**src/rtl/div_unit_iter_pkg.sv**
```systemverilog
// Shared decode and condition/exception types for the iterative divide unit.
package div_unit_iter_pkg;

  typedef struct packed {
    logic div_signed;
    logic alter_OV;
    logic alter_CR0;
  } div_decode_t;

  typedef struct packed {
    logic OV;
    logic OV_valid;
    logic CA;
    logic CA_valid;
    logic CR0_valid;
  } cond_exception_t;

endpackage

```
**src/rtl/div_unit_iter.sv**
```systemverilog
// Iterative radix-2^BITS_PER_CYCLE restoring divider (divw/divwu + remainder).
// Pipeline: issue register (s0) -> iterative core -> output register.
// Divide-by-zero, MIN/-1 and zero dividend bypass the iterations.
module div_unit_iter
  import div_unit_iter_pkg::*;
#(
  parameter int DATA_WIDTH     = 32,
  parameter int BITS_PER_CYCLE = 1,
  parameter int RS_ID_WIDTH    = 5,
  parameter int EARLY_OUT      = 1
) (
  input  logic                   clk,
  input  logic                   rst,
  input  logic                   input_valid,
  output logic                   input_ready,
  input  logic [RS_ID_WIDTH-1:0] rs_id_in,
  input  logic [4:0]             result_reg_addr_in,
  input  logic [DATA_WIDTH-1:0]  op1,
  input  logic [DATA_WIDTH-1:0]  op2,
  input  div_decode_t            control,
  input  logic                   rem_mode,
  output logic                   output_valid,
  input  logic                   output_ready,
  output logic [RS_ID_WIDTH-1:0] rs_id_out,
  output logic [4:0]             result_reg_addr_out,
  output logic [DATA_WIDTH-1:0]  result,
  output cond_exception_t        cr0_xer
);

  localparam int W    = DATA_WIDTH;
  localparam int B    = BITS_PER_CYCLE;
  localparam int KMAX = W / B;
  localparam int CW   = $clog2(KMAX + 1);

  typedef enum logic [1:0] {IDLE, ITER, DONE} state_t;

  // Leading-zero count of the dividend magnitude
  function automatic int count_lz(input logic [W-1:0] v);
    int   n;
    logic found;
    n     = 0;
    found = 1'b0;
    for (int i = W - 1; i >= 0; i--) begin
      if (!found) begin
        if (v[i]) found = 1'b1;
        else      n++;
      end
    end
    return n;
  endfunction

  // Stage 0 registers
  logic                   s0_valid_q, s0_valid_d;
  logic [RS_ID_WIDTH-1:0] s0_id_q;
  logic [4:0]             s0_addr_q;
  logic [W-1:0]           s0_op1_q, s0_op2_q;
  div_decode_t            s0_ctrl_q;
  logic                   s0_rem_q;

  // Core registers
  state_t                 state_q, state_d;
  logic [CW-1:0]          cnt_q, cnt_d;
  logic [W-1:0]           acc_q, quo_q, dvs_q, res_mag_q;
  logic                   neg_q, rem_q, ov_q, aov_q, acr_q;
  logic [RS_ID_WIDTH-1:0] id_q;
  logic [4:0]             addr_q;

  // Output registers
  logic                   out_valid_q;
  logic [RS_ID_WIDTH-1:0] out_id_q;
  logic [4:0]             out_addr_q;
  logic [W-1:0]           out_res_q;
  cond_exception_t        out_xer_q;

  logic          accept, core_load, last_iter, out_load;
  logic          sign1, sign2, div_zero, min_neg1, bypass;
  logic [W-1:0]  mag1, mag2, acc_n, quo_n;
  logic [W:0]    trial;
  int            lz_al;
  logic [CW-1:0] k_init;

  // Handshake and occupancy: the core is free only in IDLE (DONE holds the result)
  always_comb begin
    core_load   = (state_q == IDLE) & s0_valid_q;
    last_iter   = (state_q == ITER) & (cnt_q == CW'(1));
    out_load    = (state_q == DONE) & (~out_valid_q | output_ready);
    input_ready = ~s0_valid_q | core_load;
    accept      = input_valid & input_ready;
    s0_valid_d  = accept | (s0_valid_q & ~core_load);
  end

  // Operand preparation: sign-magnitude, bypass detection, early-out alignment
  always_comb begin
    sign1    = s0_ctrl_q.div_signed & s0_op1_q[W-1];
    sign2    = s0_ctrl_q.div_signed & s0_op2_q[W-1];
    mag1     = sign1 ? -s0_op1_q : s0_op1_q;
    mag2     = sign2 ? -s0_op2_q : s0_op2_q;
    div_zero = (s0_op2_q == '0);
    min_neg1 = s0_ctrl_q.div_signed & (s0_op1_q == {1'b1, {(W-1){1'b0}}}) & (&s0_op2_q);
    bypass   = div_zero | min_neg1 | (mag1 == '0);
    lz_al    = (EARLY_OUT != 0) ? (count_lz(mag1) / B) * B : 0;
    k_init   = CW'((W - lz_al) / B);
  end

  // One core cycle: BITS_PER_CYCLE chained restoring steps
  always_comb begin
    acc_n = acc_q;
    quo_n = quo_q;
    trial = '0;
    for (int i = 0; i < B; i++) begin
      trial = {acc_n, quo_n[W-1]};
      quo_n = {quo_n[W-2:0], 1'b0};
      if (trial >= {1'b0, dvs_q}) begin
        trial    = trial - {1'b0, dvs_q};
        quo_n[0] = 1'b1;
      end
      acc_n = trial[W-1:0];
    end
  end

  // Core next-state
  always_comb begin
    state_d = state_q;
    cnt_d   = cnt_q;
    unique case (state_q)
      IDLE: if (s0_valid_q) begin
        state_d = bypass ? DONE : ITER;
        cnt_d   = bypass ? '0 : k_init;
      end
      ITER: begin
        cnt_d = cnt_q - CW'(1);
        if (last_iter) state_d = DONE;
      end
      DONE: if (out_load) state_d = IDLE;
      default: state_d = IDLE;
    endcase
  end

  // Control state: valids, FSM and iteration counter
  always_ff @(posedge clk) begin
    if (rst) begin
      s0_valid_q <= 1'b0;
      state_q    <= IDLE;
      cnt_q      <= '0;
    end else begin
      s0_valid_q <= s0_valid_d;
      state_q    <= state_d;
      cnt_q      <= cnt_d;
    end
  end

  // Stage 0 boundary: capture issued operation
  always_ff @(posedge clk) begin
    if (accept) begin
      s0_id_q   <= rs_id_in;
      s0_addr_q <= result_reg_addr_in;
      s0_op1_q  <= op1;
      s0_op2_q  <= op2;
      s0_ctrl_q <= control;
      s0_rem_q  <= rem_mode;
    end
  end

  // Core boundary: load operands, iterate, latch final magnitude
  always_ff @(posedge clk) begin
    if (core_load) begin
      acc_q  <= '0;
      quo_q  <= mag1 << lz_al;
      dvs_q  <= mag2;
      neg_q  <= s0_rem_q ? sign1 : (sign1 ^ sign2);
      rem_q  <= s0_rem_q;
      ov_q   <= div_zero | min_neg1;
      aov_q  <= s0_ctrl_q.alter_OV;
      acr_q  <= s0_ctrl_q.alter_CR0;
      id_q   <= s0_id_q;
      addr_q <= s0_addr_q;
      if (bypass) res_mag_q <= '0;
    end else if (state_q == ITER) begin
      acc_q <= acc_n;
      quo_q <= quo_n;
      if (last_iter) res_mag_q <= rem_q ? acc_n : quo_n;
    end
  end

  // Output boundary: apply sign and hold while writeback stalls
  always_ff @(posedge clk) begin
    if (rst) begin
      out_valid_q <= 1'b0;
      out_id_q    <= '0;
      out_addr_q  <= '0;
      out_res_q   <= '0;
      out_xer_q   <= '0;
    end else if (out_load) begin
      out_valid_q <= 1'b1;
      out_id_q    <= id_q;
      out_addr_q  <= addr_q;
      out_res_q   <= (neg_q && (res_mag_q != '0)) ? -res_mag_q : res_mag_q;
      out_xer_q   <= '{OV: ov_q, OV_valid: aov_q, CA: 1'b0, CA_valid: 1'b0, CR0_valid: acr_q};
    end else if (output_ready) begin
      out_valid_q <= 1'b0;
    end
  end

  assign output_valid        = out_valid_q;
  assign rs_id_out           = out_id_q;
  assign result_reg_addr_out = out_addr_q;
  assign result              = out_res_q;
  assign cr0_xer             = out_xer_q;

endmodule

```
**config.mk**
```make
export PLATFORM = sky130hd
export DESIGN_NAME = div_unit_iter
export DESIGN_NICKNAME = d
export VERILOG_FILES = /design/src/rtl/div_unit_iter_pkg.sv /design/src/rtl/div_unit_iter.sv
export SDC_FILE = /design/constraint.sdc
export NUM_CORES = 1
export LEC_CHECK = 0
export CAP_MARGIN = 20
export CORE_MARGIN = 4
export CORE_UTILIZATION = 54
export CTS_BUF_LIST = sky130_fd_sc_hd__clkbuf_8
export DETAILED_ROUTE_END_ITERATION = 8
export PLACE_DENSITY = 0.83
export SYNTH_ARGS = -nofsm -noshare
export SYNTH_HDL_FRONTEND = slang
export SYNTH_SLANG_ARGS = --single-unit
```
**constraint.sdc**
```tcl
create_clock -name clk -period 46.3 [get_ports clk]
set_input_delay 9.26 -clock clk [delete_from_list [all_inputs] [get_ports clk]]
set_output_delay 9.26 -clock clk [all_outputs]
set_load 0.02 [all_outputs]
```
==> results.toml, run 1 <==
[final_layout]
final_common_cell = "nand2_1"
utilization = 0.6159
syn_to_final_growth_pct = 11.67
multi_input_area_mm2 = 0.01319
layout_common_cells = "306 x nand2_1, 236 x nor2_1, 189 x edfxtp_1, 181 x o21ai_0, 169 x a21oi_1"
final_layout_size_suffix_gt1_frac = 0.06405
regArea_mm2 = 0.007417
nNetsFinal = 2771
n_fill_cell = 3306

[drt]
dr.pass1.iters = 6
ant_nets = 0
dr.first_iter.drc_count = 2531
vias = 20070
drc_errors = 0
wl_per_cell_um = 19.67
wl_um = 62430
vias_per_cell = 6.322

[worst_setup_path]
arrival_ns = 24.02
critical_path_peak_fanout = 30
critPathKind = "register to register"
path_delay_family = "adder cells"
crit_top_cell = "ha_1"
cpMaxStageDelayCell = "nor4_1"
worst-path-buf-inv = 4
cp-end-kind = "register"
worst_setup_path_start_kind = "register"
worst_ep_required_time_ns = 46.63
max_stage_delay_ns = 0.68

[global_route]
antenna_found_initial = 2
grt_max_degree = 79
grt.overflow.total = 0
grt_pass1_vias = 18290
track_usage = 0.2725
grt_pass1_wl_um = 97840

[cts]
max-clock-path-buffers = 3
insertion_delay_ns = 0.60
clock_sink_count = 276
cts_tree = "yes"
cts_setup_buffers = 0
cts-root-buf = "clkbuf_8"
cts-resized-gates = 0
cts_made_buffers = 46
h-tree-depth = 2
cts_hold_buf = 0
clkTransAtPathRegs_ns = 0.06

[logic_synthesis]
yosysWarnings = 0
synth-compound-area-share = 0.2192
ys_seq_area_frac = 0.3448
synth_adder_area_share = 0.04234
synth_top_family_by_area = "simple AND/OR/NAND/NOR gates"
ys_types = 112
synth_top_area_frac = 0.2638
synth-seq-cells = 276
yosys.area_share.xor_xnor = 0.08776
postSynthAreaPerCell_um2 = 8.407
synth_top_flop_cell = "edfxtp_1"
synth_edf_count = 189
muxShareOfSynthArea = 0.03972
syn_area_mm2 = 0.02151
async_flop_share = 0
synthSimpleGateAreaFrac = 0.2215
synth_area_leaders = "edfxtp_1 26%, dfxtp_1 8.1%, nand2_1 5.4%, o21ai_0 4.2%, nor2_1 4.1%"
synthCells = 2559
yosysTopAreaCell = "edfxtp_1"

[die]
die_h_um = 207.6
fp.coreArea_mm2 = 0.03901
pin_count = 131
initial_core_util = 0.5515
dieArea_mm2 = 0.04310
dieWidth_um = 207.6
row_count = 72

[power_and_ir_drop]
leakage_nw = 8.711
powerDensity_mw_per_mm2 = 36.61
p_sw_uw = 332.3
clockPowerShare = 0.251
combPwrFrac = 0.370
p_sw_frac = 0.3779
peakVddDrop_mv = 0.02123
power_uw = 879.4
power_frac_seq = 0.378
p_int_uw = 547.1

[sta]
period_share = 0.5117
min_period_ns = 23.69
fmax_ghz = 0.04221
final-hold-violation-count = 0
rsz0062_at_grt = "false"
finalSetupTns_ns = 0
tightest_slew_ns = 1.088
setup_violations = 0
slew_violations = 0
slew_headroom = 0.2719
finalClockSkew_ns = 0.02436

[status]
outcome = "finished, final reports clean"

[place]
gp_congestion = 0.9420
dp_hpwl_um = 47780
portBuffers = 128

[flow_run]
max-cap-violations = 0

[min_path]
hold_path.class = "register to register"
==> per-stage QoR <==
stage,hold slack [ns],instance area (um^2),setup WS (ns),std cells
2_1_floorplan,0.4003,21520,25.83,2560
3_3_place_gp,0.4036,23060,24.05,3089
3_5_place_dp,0.4045,23060,22.96,3089
4_1_cts,0.4214,24000,22.92,3171
5_1_grt,0.4243,24020,20.73,3173
6_report,0.4191,24020,22.61,3174
==> power groups by stage <==
stage	logic (mW)	registers, mW	clock network [mW]
after floorplan	0.225	0.330	0
after global placement	0.306	0.335	0
after detailed placement	0.316	0.336	0
after CTS	0.318	0.332	0.225
after global routing	0.356	0.336	0.237
final	0.326	0.333	0.221
==> cell families (layout without fill, tap and decap cells) <==
group | Yosys count | in the layout
AO/OA/AOI/OAI | 715 | 715
XOR/XNOR | 191 | 191
adder cells (fa/ha/maj) | 73 | 73
buffers and inverters | 239 | 333
flip-flops | 276 | 276
multiplexers | 83 | 83
other | 1 | 4
AND/OR/NAND/NOR | 981 | 981
==> final cells by class <==
cell class                      instances  share of cell area
Multi-Input combinational cell       2045              0.5489
Sequential cell                       276              0.3088
Timing Repair Buffer                  149             0.06021
Clock buffer                           53             0.03036
Tap cell                              518             0.02698
Inverter                              102             0.01594
Clock inverter                         29            0.008698
Antenna cell                            2           0.0002083
==> cells in the mapped netlist, types with 64 or more instances <==
library cell / n
nand2_1: 307
xor2_1: 75
clkbuf_1: 109
edfxtp_1: 189
nor2_1: 237
nor3_1: 84
xnor2_1: 98
o21ai_0: 181
a21oi_1: 169
mux2i_1: 64
dfxtp_1: 87
ha_1: 68
inv_1: 100
nand3_1: 81
==> state kept, by name, indices dropped and copies added, names as in the netlist, 2 cells and up <==
| signal | count |
|---|---|
| acc_q | 32 |
| addr_q | 5 |
| cnt_q | 6 |
| cr0_xer | 3 |
| dvs_q | 32 |
| id_q | 5 |
| quo_q | 32 |
| res_mag_q | 32 |
| result | 32 |
| result_reg_addr_out | 5 |
| rs_id_out | 5 |
| s0_addr_q | 5 |
| s0_ctrl_q | 3 |
| s0_id_q | 5 |
| s0_op1_q | 32 |
| s0_op2_q | 32 |
| state_q | 2 |
==> path summary, 6_finish.rpt <==
path | start | endpoint | slack [ns] | depth (start not counted)
worst min-delay path | s0_id_q[2] | id_q[2] | 0.42 | 0
worst max-delay path | s0_op1_q[14] | quo_q[28] | 22.61 | 100
worst max register to register | s0_op1_q[14] | quo_q[28] | 22.61 | 100
worst min register to register | s0_id_q[2] | id_q[2] | 0.42 | 0
==> per-layer routing <==
| metal | wire, um | share of wire | GRT usage |
|---|---|---|---|
| met4 | 1493 | 0.024 | 0.06908 |
| met2 | 27670 | 0.44 | 0.4220 |
| met5 | 0 | 0 | 0 |
| met1 | 27430 | 0.44 | 0.3999 |
| met3 | 5834 | 0.093 | 0.04473 |
Power figures use the tool's default switching activity.
==> run 2, diff against run 1 <==
--- a/config.mk
+++ b/config.mk
@@ -10,7 +10,7 @@
 export CORE_UTILIZATION = 54
 export CTS_BUF_LIST = sky130_fd_sc_hd__clkbuf_8
 export DETAILED_ROUTE_END_ITERATION = 8
-export PLACE_DENSITY = 0.83
+export PLACE_DENSITY = 0.85
 export SYNTH_ARGS = -nofsm -noshare
 export SYNTH_HDL_FRONTEND = slang
 export SYNTH_SLANG_ARGS = --single-unit
==> constraint.sdc (replaced) <==
create_clock -name clk -period 20.5 [get_ports clk]
set_input_delay 4.1 -clock clk [delete_from_list [all_inputs] [get_ports clk]]
set_output_delay 4.1 -clock clk [all_outputs]
set_load 0.02 [all_outputs]
==> run 2 against run 1 <==
  * Largest power group is now combinational cells
  * Clock-buffer cell count fell by 2
  * Largest cell class unchanged
  * Via count rose by 4.0%
  * Clock skew increased by 0.019 ns
  * Critical path depth is 2 higher
  * Sequential share of layout area decreased by 1.8 points
  * Final area up 6.1%
  * Critical path type unchanged
==> results.toml, run 2 (synthesis gave the netlist of run 1 again) <==
[place]
portBuffers = 128
dp_hpwl_um = 49570
pre_cts_slack_ns = -0.5599
gp_congestion = 0.9754

[final_layout]
nNetsFinal = 2891
layout_common_cells = "299 x nand2_1, 233 x nor2_1, 189 x edfxtp_1, 165 x o21ai_0, 165 x a21oi_1"
final_common_cell = "nand2_1"
final_layout_size_suffix_gt1_frac = 0.1335
syn_to_final_growth_pct = 18.47
n_antenna_cell = 0

[power_and_ir_drop]
power_frac_seq = 0.359
peakVddDrop_mv = 0.05954
p_sw_frac = 0.3826
clockPowerShare = 0.243
p_int_mw = 1.286
leakage_nw = 9.363
powerDensity_mw_per_mm2 = 81.74
p_sw_uw = 797.0
combPwrFrac = 0.397

[cts]
cts_made_buffers = 46
cts-root-buf = "clkbuf_8"
h-tree-depth = 2
cts_hold_buf = 0
clock_sink_count = 276
insertion_delay_ns = 0.63
max-clock-path-buffers = 3
clkTransAtPathRegs_ns = 0.06
cts_tree = "yes"

[sta]
min_period_ns = 20.01
finalClockSkew_ns = 0.04359
slew_violations = 0
final-hold-violation-count = 0
fmax_ghz = 0.04997
period_share = 0.9763
tightest_slew_ns = 1.291
finalSetupTns_ns = 0
holdWs_ns = 0.4206
setup_violations = 0
slew_headroom = 0.1311
fin_ws_ns = 0.4860

[worst_setup_path]
arrival_ns = 20.46
cpMaxStageDelayCell = "or4_4"
r2r-start = "s0_op1_q[8]"
worst_setup_path_start_kind = "register"
r2r_end = "quo_q[23]"
critical_path_peak_fanout = 4
critPathKind = "register to register"
cp-end-kind = "register"
crit_top_cell = "ha_1"
reg2reg_slack_ns = 0.49
r2r_cells = 102
max_stage_delay_ns = 0.58
worst_ep_required_time_ns = 20.94

[drt]
vias_per_cell = 6.329
dr.first_iter.drc_count = 2241
dr.pass1.iters = 5
wl_per_cell_um = 20.11
ant_nets = 0
wl_um = 66270
drc_errors = 0
vias = 20860

[die]
dieArea_mm2 = 0.04310
dieWidth_um = 207.6
pin_count = 131
fp.coreArea_mm2 = 0.03901
die_h_um = 207.6
initial_core_util = 0.5515
row_count = 72

[global_route]
antenna_found_initial = 3
grt_max_degree = 79
grt_pass1_wl_um = 101500
grt.overflow.total = 0
track_usage = 0.2837
grt_pass1_vias = 19060

[min_path]
min_path_cells = 0
hold_path.class = "register to register"
min_from = "s0_addr_q[3]"
holdPathEnd = "addr_q[3]"

[flow_run]
max-cap-violations = 0

[status]
outcome = "finished, final reports clean"
## run 2: how the worst max path moves through the flow
stage | start | endpoint | slack (ns)
after floorplan | s0_op1_q[6] | quo_q[24] | 0.03
after global placement | s0_op1_q[6] | quo_q[0] | 0.15
after detailed placement | s0_op1_q[6] | quo_q[22] | -0.56
after CTS | s0_op1_q[0] | quo_q[6] | 0.008
after global routing | s0_op1_q[7] | quo_q[23] | -0.44
final | s0_op1_q[8] | quo_q[23] | 0.49
## run 2: worst max-delay path: cells and delay by family (launching register included)
kind | cells | cell delay [ns]
adder cells (fa/ha/maj) | 28 | 7.78
multiplexers | 22 | 3.92
AND/OR/NAND/NOR | 22 | 3.21
AO/OA/AOI/OAI | 24 | 3.73
buffers and inverters | 5 | 0.55
flip-flops | 1 | 0.41
XOR/XNOR | 1 | 0.20
## run 2: metrics by stage
stage | utilization | std cells | power, mW | area [um^2]
finish | 0.6534 | 3296 | 2.083 | 25490
global route | 0.6534 | 3296 | 2.185 | 25490
CTS | 0.6360 | 3256 | 2.021 | 24810
detailed placement | 0.6054 | 3158 | 1.499 | 23620
global placement | 0.6054 | 3158 | 1.470 | 23620
floorplan | - | 2560 | 1.254 | 21520
## run 2: power groups by stage
stage | logic (mW) | registers [mW] | clock network (mW)
after floorplan | 0.508 | 0.746 | 0
after global placement | 0.718 | 0.752 | 0
after detailed placement | 0.743 | 0.756 | 0
after CTS | 0.760 | 0.745 | 0.516
after global routing | 0.891 | 0.755 | 0.539
final | 0.828 | 0.748 | 0.507
## run 2: repair_timing
action | 4_1_cts | 5_1_grt
buffers inserted | 12 | 39
resized for setup | 32 | 78
pin swaps | 7 | 58
endpoints found under the setup margin | 36 | 37
gates cloned | 0 | 1
## run 2: layout make-up
class,instances,area [um^2]
multi-input cells,2045,13670
repair buffers,268,2397
repair inverters,1,7.507
clock buffers,51,701.9
clock inverters,35,256.5
inverters,102,386.6
well taps,518,648.1
fillers,3085,13520
flip-flops and latches,276,7417
## run 2: routing by layer
metal / vias up / track usage / wire (um)
met2: 1058 / 0.4294 / 29060
met4: 4 / 0.09074 / 2079
met1: 9839 / 0.3981 / 28480
met5: - / 0 / 30
li1: 9808 / - / -
met3: 153 / 0.07617 / 6616
